[src/rtl/step_seq_pkg.sv]
// Shared definitions for the control-step sequencer: state encoding and default step count.
package step_seq_pkg;

   localparam int STEPS_DEFAULT = 8;

   typedef enum logic [1:0] {
      ST_IDLE = 2'd0,
      ST_RUN  = 2'd1,
      ST_HALT = 2'd2
   } state_t;

endpackage : step_seq_pkg

[src/rtl/step_decode.sv]
// Binary step index to one-hot step vector (bit idx_i set, all others clear).
module step_decode #(
   parameter int STEPS  = step_seq_pkg::STEPS_DEFAULT,
   parameter int STEP_W = $clog2(STEPS)
) (
   input  logic [STEP_W-1:0] idx_i,
   output logic [STEPS-1:0]  onehot_o
);

   localparam logic [STEPS-1:0] ONE = {{(STEPS-1){1'b0}}, 1'b1};

   // Shift a single set bit up to the requested step position.
   always_comb begin
      onehot_o = ONE << idx_i;
   end

endmodule : step_decode

[src/rtl/step_sequencer.sv]
// Instruction control-step sequencer: walks T0..T(STEPS-1) with stall, early end,
// halt-at-boundary and abort, counting completed instructions.
module step_sequencer
   import step_seq_pkg::*;
#(
   parameter int STEPS  = STEPS_DEFAULT,
   localparam int STEP_W = $clog2(STEPS)
) (
   input  logic              iClk,
   input  logic              nRst,
   input  logic              iStart,
   input  logic              iStall,
   input  logic              iEnd,
   input  logic              iHalt,
   input  logic              iClear,
   output logic [STEPS-1:0]  oStep,
   output logic [STEP_W-1:0] oStepIdx,
   output logic              oBusy,
   output logic              oDone,
   output logic              oHalted,
   output logic [31:0]       oInsCnt
);

   localparam logic [STEP_W-1:0] LAST_STEP = STEP_W'(STEPS - 1);

   state_t             state_q, state_d;
   logic [STEP_W-1:0]  step_q, step_d;
   logic [STEPS-1:0]   step_oh_q, step_oh_d;
   logic [STEPS-1:0]   step_dec;
   logic               halt_pend_q, halt_pend_d;
   logic               done_q, done_d;
   logic [31:0]        ins_cnt_q, ins_cnt_d;

   // The one-hot step is decoded from the next index so oStep comes straight from a flop.
   step_decode #(
      .STEPS (STEPS)
   ) u_step_decode (
      .idx_i    (step_d),
      .onehot_o (step_dec)
   );

   // Next-state: abort first, then stall hold, then instruction end, then step advance.
   always_comb begin
      state_d     = state_q;
      step_d      = step_q;
      halt_pend_d = halt_pend_q;
      done_d      = 1'b0;
      ins_cnt_d   = ins_cnt_q;

      if (iClear) begin
         state_d     = ST_IDLE;
         step_d      = '0;
         halt_pend_d = 1'b0;
      end else begin
         case (state_q)
            ST_IDLE: begin
               halt_pend_d = 1'b0;
               step_d      = '0;
               if (iHalt) begin
                  state_d = ST_HALT;
               end else if (iStart) begin
                  state_d = ST_RUN;
               end
            end
            ST_RUN: begin
               if (iStall) begin
                  // Everything holds; iEnd is not looked at while stalled.
               end else if (iEnd || (step_q == LAST_STEP)) begin
                  done_d      = 1'b1;
                  ins_cnt_d   = ins_cnt_q + 32'd1;
                  step_d      = '0;
                  halt_pend_d = 1'b0;
                  if (halt_pend_q || iHalt) begin
                     state_d = ST_HALT;
                  end else if (iStart) begin
                     state_d = ST_RUN;
                  end else begin
                     state_d = ST_IDLE;
                  end
               end else begin
                  step_d = step_q + 1'b1;
                  if (iHalt) begin
                     halt_pend_d = 1'b1;
                  end
               end
            end
            ST_HALT: begin
               step_d      = '0;
               halt_pend_d = 1'b0;
            end
            default: begin
               state_d     = ST_IDLE;
               step_d      = '0;
               halt_pend_d = 1'b0;
            end
         endcase
      end

      step_oh_d = (state_d == ST_RUN) ? step_dec : '0;
   end

   // State and output registers with synchronous active-low reset.
   always_ff @(posedge iClk) begin
      if (!nRst) begin
         state_q     <= ST_IDLE;
         step_q      <= '0;
         step_oh_q   <= '0;
         halt_pend_q <= 1'b0;
         done_q      <= 1'b0;
         ins_cnt_q   <= '0;
      end else begin
         state_q     <= state_d;
         step_q      <= step_d;
         step_oh_q   <= step_oh_d;
         halt_pend_q <= halt_pend_d;
         done_q      <= done_d;
         ins_cnt_q   <= ins_cnt_d;
      end
   end

   assign oStep    = step_oh_q;
   assign oStepIdx = step_q;
   assign oBusy    = (state_q == ST_RUN);
   assign oHalted  = (state_q == ST_HALT);
   assign oDone    = done_q;
   assign oInsCnt  = ins_cnt_q;

endmodule : step_sequencer

[config.mk]
export PLATFORM = sky130hd
export DESIGN_NAME = step_sequencer
export DESIGN_NICKNAME = d
export VERILOG_FILES = /design/src/rtl/step_seq_pkg.sv /design/src/rtl/step_decode.sv /design/src/rtl/step_sequencer.sv
export SDC_FILE = /design/constraint.sdc
export NUM_CORES = 1
export LEC_CHECK = 0
export ABC_AREA = 1
export CAP_MARGIN = 20
export CORE_ASPECT_RATIO = 0.5
export CORE_MARGIN = 5
export CORE_UTILIZATION = 46
export DETAILED_ROUTE_END_ITERATION = 8
export PLACE_DENSITY = 0.85
export SLEW_MARGIN = 20
export SYNTH_ARGS = -nofsm -noshare
export SYNTH_HDL_FRONTEND = slang
export SYNTH_HIERARCHICAL = 1
export SYNTH_SLANG_ARGS = --single-unit
[constraint.sdc]
create_clock -name iClk -period 1.9 [get_ports iClk]
set_input_delay 0.19 -clock iClk [delete_from_list [all_inputs] [get_ports iClk]]
set_output_delay 0.19 -clock iClk [all_outputs]
set_load 0.005 [all_outputs]
==> results.cfg <==
[outcome]
status = finished, final reports clean

[final_layout]
diodes = 0
fin_area_um2 = 3200
fin_nets = 436
drive_gt1_share_pct = 10.3
layout_common_cells = nand2_1, nor2_1, inv_1
fin_cells = 497
fin_util_pct = 63.6
syn_to_final_growth_pct = 31.2
final_common_cell = nand2_1

[critical_path]
crit_required_ns = 2.10
arrival_ns = 1.98
cp_max_fo = 8
cp-start-kind = flip-flop
regToRegSetupSlack_ns = 0.13
critical_path_class = reg2reg
cp-end-kind = flip-flop

[clock_network]
cts_max_path_buffers = 2
cts.sinks = 47
cts_made_buffers = 5
tritoncts = built
root_buffer = clkbuf_8
h-tree-depth = 2
ctsHoldBuffers = 0
clk_latency_ns = 0.30
cts.clk_slew.worst_paths_ns = 0.09

[place]
dp_cells = 488
io_buffers = 52
placed_area_um2 = 3060
routabilityCongestion = 0.870
hpwl_mm = 4.46

[synth]
avgSynthCellArea_um2 = 6.67
synth.area.mux_share_pct = 0
ys_ff_latch = 47
synth_top_area_share_pct = 38.6
synth_top_family_by_area = simple AND/OR/NAND/NOR gates
synth_cell_type_count = 28
yosysSeqAreaShare_pct = 38.6
synthSimpleGateAreaFrac_pct = 42.9
synthAdderAreaFrac_pct = 1.54
synth_compound_area_share_pct = 5.39
yosysTopAreaCell = dfxtp_1
synth_area_leaders = dfxtp_1, nand2_1, nor2_1, inv_1, nand4_1
syn-cell-area_um2 = 2440
syn-num-nets = 375
synth-xor-area-share_pct = 2.16
synthCells = 365
ys.warnings.count = 6

[global_route]
first_global_vias = 2210
grt_max_degree = 20
grt_pass1_wl_mm = 9.99
grt_util_all_layers_pct = 17.8
antenna_found_initial = 0
grt.overflow.total = 0

[sta]
finalClockSkew_ns = 0.00805
clock.fmax_mhz = 564
period_share_pct = 93.3
worst_pin_slew_ns = 0.398
relSlewSlack_pct = 73.3
period_needed_ns = 1.77
setup_viol = 0
hold_violations = 0
finalMaxSlewViolations = 0

[floorplanning]
fp.dieH_um = 61.5
fp.dieW_um = 113
num_rows = 18
dieArea_um2 = 6940
start_util_pct = 48.5
coreArea_um2 = 5020
top_level_ports = 53

[power]
vdd_drop_max_v = 0.000323
total_power_w = 0.00168
power_density_nw_per_um2 = 527
p_leak_nw = 1.26

[drt]
via_count = 2430
drt_first_pass_iters = 4
ant_nets = 0
drc_errors = 0
routedWlPerCell_um = 12.0
drt_iter0_markers = 156
via_per_inst = 4.89
wl_mm = 5.96

[flow_run]
cap_viol_max_count = 0

[worst_hold_path]
hold_class = reg2reg
[power breakdown]
group	internal (W)	switching, W
registers	0.000987	0.00000266
clock network	0.000263	0.000351
logic	0.0000325	0.0000459
[cell usage after synthesis]
cell type	count
nor2_4	4
clkbuf_4	1
nand3_1	19
nand2_2	2
inv_2	2
dfxtp_1	47
o21bai_1	2
o21ai_0	7
ha_1	3
and3_1	1
clkbuf_1	2
a211oi_1	1
nand4_1	18
nor2_2	6
nor2_8	1
nor2_1	75
a21oi_1	13
clkinv_1	1
nand2_4	3
or2_2	1
and3_2	2
nor3_1	13
o21ai_2	1
xnor2_1	1
nand3_4	1
nand2_1	79
inv_1	54
xor2_1	5
[critical path: stages, from the launching register on]
cell     delay [ns]
dfxtp_2        0.36
ha_2           0.19
ha_4           0.13
o21ai_2        0.06
buf_4          0.16
nor2_8         0.19
nand2_4        0.10
nor2_4         0.20
nand2_2        0.10
nor2_2         0.13
nor2_1         0.05
[what timing repair did]
item                       4_1_cts  5_1_grt
setup buffers                    0        1
gates resized for setup          0        9
setup endpoints to repair        0       21
[logic make-up after synthesis]
| logic type | Yosys count |
|---|---|
| flip-flops | 47 |
| XOR/XNOR | 6 |
| adder cells (fa/ha/maj) | 3 |
| buffers and inverters | 60 |
| AO/OA/AOI/OAI | 24 |
| AND/OR/NAND/NOR | 225 |
[state kept, by name, indices dropped and copies added, names as in the netlist]
name,cells
oInsCnt,32
oStep,8
oStepIdx,3
state_q,2
halt_pend_q,1
oDone,1
[through the flow]
| step | worst slack [ns] | setup TNS [ns] | hold WS [ns] |
|---|---|---|---|
| 5_1_grt | -0.0180 | -0.0227 | 0.497 |
| 2_1_floorplan | 0.110 | 0 | 0.269 |
| 6_report | 0.127 | 0 | 0.464 |
| 3_3_place_gp | 0.132 | 0 | 0.450 |
| 4_1_cts | 0.116 | 0 | 0.466 |
| 3_5_place_dp | 0.115 | 0 | 0.453 |
[worst paths after layout]
path	from	to	cells past startpoint
hold reg to reg	oInsCnt[8]	oInsCnt[8]	2
hold / removal	oInsCnt[8]	oInsCnt[8]	2
setup / recovery	oStepIdx[0]	oInsCnt[20]	10
setup reg to reg	oStepIdx[0]	oInsCnt[20]	10
[per-layer routing]
metal | track usage (%) | part of all wire (%) | vias up
li1 | - | - | 1270
met1 | 24.0 | 47 | 1092
met2 | 29.2 | 45 | 66
met5 | 0 | 0 | -
met4 | 4.79 | 0.59 | 0
met3 | 4.42 | 7.5 | 2
[layout make-up]
| type | instances | area, µm² |
|---|---|---|
| fillers | 470 | 1830 |
| flip-flops and latches | 47 | 943 |
| clock buffers | 5 | 68.8 |
| clock inverters | 3 | 23.8 |
| inverters | 57 | 214 |
| multi-input cells | 258 | 1300 |
| repair buffers | 57 | 558 |
| well taps | 70 | 87.6 |
Power figures use the tool's default switching activity.
